**config.mk**
```make
export PLATFORM = sky130hd
export DESIGN_NAME = rr_req_arbiter
export DESIGN_NICKNAME = d
export VERILOG_FILES = /design/src/rtl/rr_req_arbiter.sv
export SDC_FILE = /design/constraint.sdc
export NUM_CORES = 1
export LEC_CHECK = 0
export CORE_MARGIN = 2
export CORE_UTILIZATION = 27
export CTS_CLUSTER_SIZE = 20
export DETAILED_ROUTE_END_ITERATION = 12
export GPL_TIMING_DRIVEN = 0
export RECOVER_POWER = 100
export SETUP_SLACK_MARGIN = 0.4
export SLEW_MARGIN = 20
export SYNTH_ARGS = -nofsm -noshare
export SYNTH_HDL_FRONTEND = slang
export SYNTH_SLANG_ARGS = --single-unit
```
**constraint.sdc**
```tcl
create_clock -name clk -period 4.5 [get_ports clk]
set_clock_uncertainty 0.15 [all_clocks]
set_input_delay 0.9 -clock clk [delete_from_list [all_inputs] [get_ports clk]]
set_output_delay 0.9 -clock clk [all_outputs]
set_load 0.01 [all_outputs]
```
**src/rtl/rr_req_arbiter.sv**
```systemverilog
// Round-robin request arbiter: sticky pending capture, registered one-hot grant and valid strobe held until ack.
// Optional RR_ARB_FIXED_PRIO_EN: scan always starts at index 0 (lowest pending bit wins), ptr stays 0.
module rr_req_arbiter #(
   parameter int N  = 8,
   parameter int PW = $clog2(N)
) (
   input  logic         clk,
   input  logic         rst_n,
   input  logic [N-1:0] req,
   input  logic         ack,
   output logic [N-1:0] grant,
   output logic         en,
   output logic [N-1:0] pending
);

   typedef enum logic {
      IDLE  = 1'b0,
      GRANT = 1'b1
   } state_t;

   state_t        state, state_next;
   logic [PW-1:0] ptr, ptr_next;
   logic [PW-1:0] idx, idx_next;
   logic [PW-1:0] start, cand, sel;
   logic          found;
   logic [N-1:0]  clr, pending_next, grant_next;
   logic          en_next;

`ifdef RR_ARB_FIXED_PRIO_EN
   assign start = '0;
`else
   assign start = ptr;
`endif

   // N is a power of two, so PW-bit addition wraps the scan modulo N for free.
   always_comb begin
      found = 1'b0;
      sel   = '0;
      cand  = '0;
      for (int unsigned k = 0; k < N; k++) begin
         cand = start + PW'(k);
         if (!found && pending[cand]) begin
            found = 1'b1;
            sel   = cand;
         end
      end
   end

   always_comb begin
      clr          = (en && ack) ? grant : '0;
      // A request arriving with its own clear survives.
      pending_next = (pending & ~clr) | req;
      state_next   = state;
      grant_next   = grant;
      en_next      = en;
      ptr_next     = ptr;
      idx_next     = idx;
      case (state)
         IDLE: begin
            if (found) begin
               grant_next = N'(1) << sel;
               en_next    = 1'b1;
               idx_next   = sel;
               state_next = GRANT;
            end else begin
               grant_next = '0;
               en_next    = 1'b0;
            end
         end
         GRANT: begin
            if (ack) begin
               grant_next = '0;
               en_next    = 1'b0;
               state_next = IDLE;
`ifndef RR_ARB_FIXED_PRIO_EN
               ptr_next   = idx + PW'(1);
`endif
            end
         end
         default: begin
            grant_next = '0;
            en_next    = 1'b0;
            state_next = IDLE;
         end
      endcase
   end

   always_ff @(posedge clk or negedge rst_n) begin
      if (!rst_n) begin
         state   <= IDLE;
         ptr     <= '0;
         idx     <= '0;
         grant   <= '0;
         en      <= 1'b0;
         pending <= '0;
      end else begin
         state   <= state_next;
         ptr     <= ptr_next;
         idx     <= idx_next;
         grant   <= grant_next;
         en      <= en_next;
         pending <= pending_next;
      end
   end

endmodule

```
## Word level (Yosys, flattened, before mapping)

Index checks and enable logic that the tools add are counted.

| operators by class | value |
|---|---|
| add/subtract/negate cells | 8 |
| magnitude comparators | 8 |
| eq/ne operators | 1 |
| shifts and indexed selects | 1 |
| multiplexer cells | 41 |
| bitwise operators | 4 |
| reduce and logical (&&, ||, !) cells | 17 |

Operators with widths:

| cell | count |
|---|---|
| $lt A3 B4 Y1 const B | 8 |
| $bmux W1 S3 | 8 |
| $mux W3 | 8 |
| $mux W8 | 3 |
| $mux W1 | 19 |
| $pmux W8 S2 | 1 |
| $add A3 B3 Y3 const B | 4 |
| $and A8 B8 Y8 | 1 |
| $logic_and A1 B1 Y1 | 8 |
| $not A8 Y8 | 1 |
| $or A8 B8 Y8 | 1 |
| $shl A1 B3 Y8 const A | 1 |
| $logic_not A1 Y1 | 7 |
| $add A3 B1 Y3 const B | 2 |
| $add A3 B2 Y3 const B | 2 |
| $pmux W1 S2 | 2 |
| $reduce_and A2 Y1 | 2 |
| $ne A2 B2 Y1 const B | 1 |
| $not A1 Y1 | 1 |

| storage, ports and cells | value |
|---|---|
| register bits | 24 |
| bits of input ports | 11 |
| output and inout bits | 17 |
| logic and storage cells | 86 |

## Longest topological paths before layout

| depth | value |
|---|---|
| word-level depth | 27 |
| mapped depth | 12 |
| gate-level depth less buffers | 9 |

## Worst setup path after synthesis

OpenSTA, ideal clock, no wires.

| path | value |
|---|---|
| kind | reg-to-reg |
| start point | register ptr[0] |
| end point | register grant[0] |
| setup time | 122 ps |
| arrival time | 2983 ps |
| data required time | 4228 ps |
| path slack | 1245 ps |
| cell stages (with the launch flop) | 12 |
| buffers on the path | 2 |
| period minus slack after synthesis | 3255 ps |
| path through | dfrtp_1 -> buf_4 -> clkinv_1 -> ha_1 -> buf_6 -> mux4_2 -> a21oi_4 -> a311oi_4 -> or3_4 -> o21bai_4 -> nor2_1 -> a32o_1 |

| on the way | value |
|---|---|
| cells in the longest elaborated chain, start to end | 27 |
| elaborated cells on any way between the ends | 56 |
| classes of those cells | 7 x add/sub; 1 x shift; 34 x mux; 14 x reduce/logical |

Ends and longest elaborated chain:

| what | line | source |
|---|---|---|
| start: declaration | 22 | `logic [PW-1:0] ptr, ptr_next;` |
| start signal: assignment | 98 | `ptr <= ptr_next;` |
| branches (longest 25 deep; another with $add A3 B1 Y3) | n/a |  |
| $mux W8 (*) | 60 | `if (found) begin` |
| $pmux W8 S2 (*) | 58 | `case (state)` |
| end signal: assignment | 100 | `grant <= grant_next;` |
| end: declaration | 11 | `output logic [N-1:0] grant,` |

Mark *: on every way between the ends. The select of a mux whose other input is x is not followed.
A chain may end at the register's enable or synchronous reset.

## Final worst setup path

| path | value |
|---|---|
| start point | register ptr[0] |
| end point | register grant[6] |

The elaborated chain is that of the path after synthesis.

==> impl_metrics.yaml <==
run_status:
  outcome: "completed"
layout:
  area_growth_pct: 21.4
  drive_gt1_share_pct: 17.7
  nets: 230
  final_area_um2: 2370
  fillers: 744
  fin_util_pct: 34.3
  diodes: 0
synth:
  syn-cell-area_um2: 1950
  yosysSeqAreaShare_pct: 30.8
  ys_types: 50
  synthFlopType: "dfrtp_1"
  synth_largest_area_cell: "dfrtp_1"
  synth-edff-count: 0
  yosys.area.top_type_share_pct: 30.8
  synth.area.top_cells: "dfrtp_1 31%, mux4_2 13%, nand2_1 5.6%, mux2i_1 5.1%, a32o_1 4.1%"
  synth_warnings: 0
  postSynthAreaPerCell_um2: 10.6
  syn-num-nets: 198
  ys_seq_elements: 24
  synthCells: 184
  synthArstFlopShare_pct: 100
worst_setup_path:
  r2r-end: "grant[6]"
  cp_cell_sequence: "buf_4, clkinv_1, ha_1, buf_6, mux4_2, mux2i_1, nor4bb_1, a21oi_1, o32ai_1, nor2b_1, a32o_1"
  cp_top_family: "multiplexers"
  arrival_ps: 3980
  critPathMaxFanout: 10
  r2r_cells: 11
  start_kind: "register"
  slowest_delay_ps: 580
  crit_buf_inv: 3
  ff2ff_setup_slack_ps: 570
  critical_path_class: "register to register"
  r2r-start: "ptr[0]"
  cp_slowest_cell: "mux4_2"
  endpoint_kind: "register"
  required_ps: 4550
job:
  max_cap_viol_count: 0
drt:
  vias: 1654
  ant_nets: 0
  first_iter_violations: 121
  vias_per_cell: 5.32
  drt-total-wl_um: 4860
  dr.pass1.iters: 4
  wl_per_cell_um: 15.6
  drc: 0
sta:
  fmax_ghz: 0.255
  worst_pin_slew_ps: 1240
  slew_headroom_pct: 17.6
  period_minus_slack_ps: 3930
  fin_setup_tns_ps: 0
  hold_viol_final: 0
  final_max_slew_viol_count: 0
  setup_viol: 0
  fin_ws_ps: 571
  post-route-period-util_pct: 87.3
  rsz0062_at_grt: "false"
pwr:
  ir_drop_uv: 234
  finalPower_uw: 1470
  power.density_nw_per_um2: 620
  cellLeakagePower_uw: 0.000865
placed_design:
  portBuffers: 27
  place_congestion: 0.906
  pre_cts_slack_ps: 834
  place_area_um2: 2340
  hpwl_um: 3770
die:
  die-area_um2: 7920
  initial_utilization_pct: 28.2
  fp-row-count: 30
  die_w_um: 89.0
  num_io_pins: 28
  die_h_um: 89.0
  core-area_um2: 6910
clock_tree:
  cts_buffer_depth: 2
  cts_tree: "built"
  htree_levels: 1
  cts_hold_buf: 0
  cts_resized: 0
  postCtsSetupRepairBufs: 0
  cts_buffers: 3
  cts_sinks: 24
  clk_pin_slew_worst_paths_ps: 80
  clk_latency_ps: 260
  cts_root_buf: "clkbuf_8"
worst_hold_path:
  whs_path_depth: 2
  min-delay-start: "idx[1]"
  hold_end: "idx[1]"
  holdCritPathClass: "register to register"
global_route:
  grt_max_degree: 25
  grt_first_pass_wirelength_um: 8360
  antenna_found_initial: 0
  grt_pass1_vias: 1693
  track_usage_pct: 13.5
  overflow: 0
-- how the worst max path moves through the flow --
stage,start,endpoint,cells after the start
global placement,ptr[0],grant[1],12
detailed placement,ptr[0],grant[6],11
CTS,ptr[0],grant[6],11
finish,ptr[0],grant[6],11
global route,ptr[0],grant[6],11
floorplan,ptr[0],grant[0],11
-- sequential cells by signal, indices dropped and copies added (netlist names) --
| signal | cells |
|---|---|
| en | 1 |
| grant | 8 |
| idx | 3 |
| pending | 8 |
| ptr | 3 |
| state | 1 |
-- per-layer routing --
| metal | track usage (%) | up-vias | wire length (um) |
|---|---|---|---|
| li1 | - | 760 | - |
| met1 | 17.6 | 847 | 2050 |
| met2 | 23.3 | 38 | 2600 |
| met3 | 1.94 | 9 | 141 |
| met4 | 3.93 | 0 | 64 |
| met5 | 0 | - | 0 |
-- worst reg2reg max path: stages, from the launching register on --
cell      delay (ps)
dfrtp_1          350
buf_4            180
clkinv_1         250
ha_1             390
buf_6            140
mux4_2           580
mux2i_1          440
nor4bb_1         360
a21oi_1          100
o32ai_1          420
nor2b_1          320
a32o_1           200
-- stage by stage --
step / instances / hold WS (ps)
after floorplan: 184 / 304
after global placement: 307 / 325
after detailed placement: 307 / 335
after CTS: 311 / 354
after global routing: 311 / 391
final: 311 / 350
-- cells in the mapped netlist, types with 2 or more instances --
cell type	instances
a21o_1	10
a21oi_1	6
a32o_1	8
and2_1	2
buf_4	2
buf_6	3
clkbuf_1	2
dfrtp_1	24
ha_1	3
inv_1	6
mux2_2	7
mux2i_1	10
mux4_2	11
nand2_1	29
nand2b_1	4
nand3_1	3
nor2_1	9
nor2b_1	2
nor3_1	3
o21ai_0	3
o21ai_1	3
o221ai_1	3
o22a_1	2
xnor2_1	2
xor2_1	2
-- cells by family (layout without fill, tap and decap cells) --
group	Yosys count	in the layout	share of synthesized area, %
flip-flops	24	24	30.8
AO/OA/AOI/OAI	48	48	22.1
XOR/XNOR	5	5	2.63
multiplexers	29	29	22.7
adder cells (fa/ha/maj)	3	3	1.93
buffers and inverters	16	47	4.68
AND/OR/NAND/NOR	59	59	15.1
-- power breakdown --
group	switching [uW]	internal (uW)
clock network	64.3	78.0
logic	513	443
registers	82.5	288
-- cell type report --
cell class	instances	area [um^2]	area share, %
tap	96	120	5.07
multi-input combinational	144	1240	52.2
inverter	7	26.3	1.11
clock buffer	4	55.1	2.33
sequential	24	601	25.4
timing repair buffer	27	264	11.2
buffer	9	65.1	2.75
-- layout by cell type, fill, tap and decap left out, types with 4 or more instances in the layout --
| cell type | netlist | layout |
|---|---|---|
| nand2_1 | 29 | 29 |
| dfrtp_1 | 24 | 24 |
| dlygate4sd3_1 | 0 | 18 |
| mux4_2 | 11 | 11 |
| a21o_1 | 10 | 10 |
| mux2i_1 | 10 | 10 |
| nor2_1 | 9 | 9 |
| a32o_1 | 8 | 8 |
| clkdlybuf4s50_1 | 0 | 8 |
| mux2_2 | 7 | 7 |
| inv_1 | 6 | 6 |
| a21oi_1 | 6 | 6 |
| nand2b_1 | 4 | 4 |
| o21ai_0 | 3 | 4 |
| clkbuf_8 | 0 | 4 |
(Power assumes the default switching activity.)
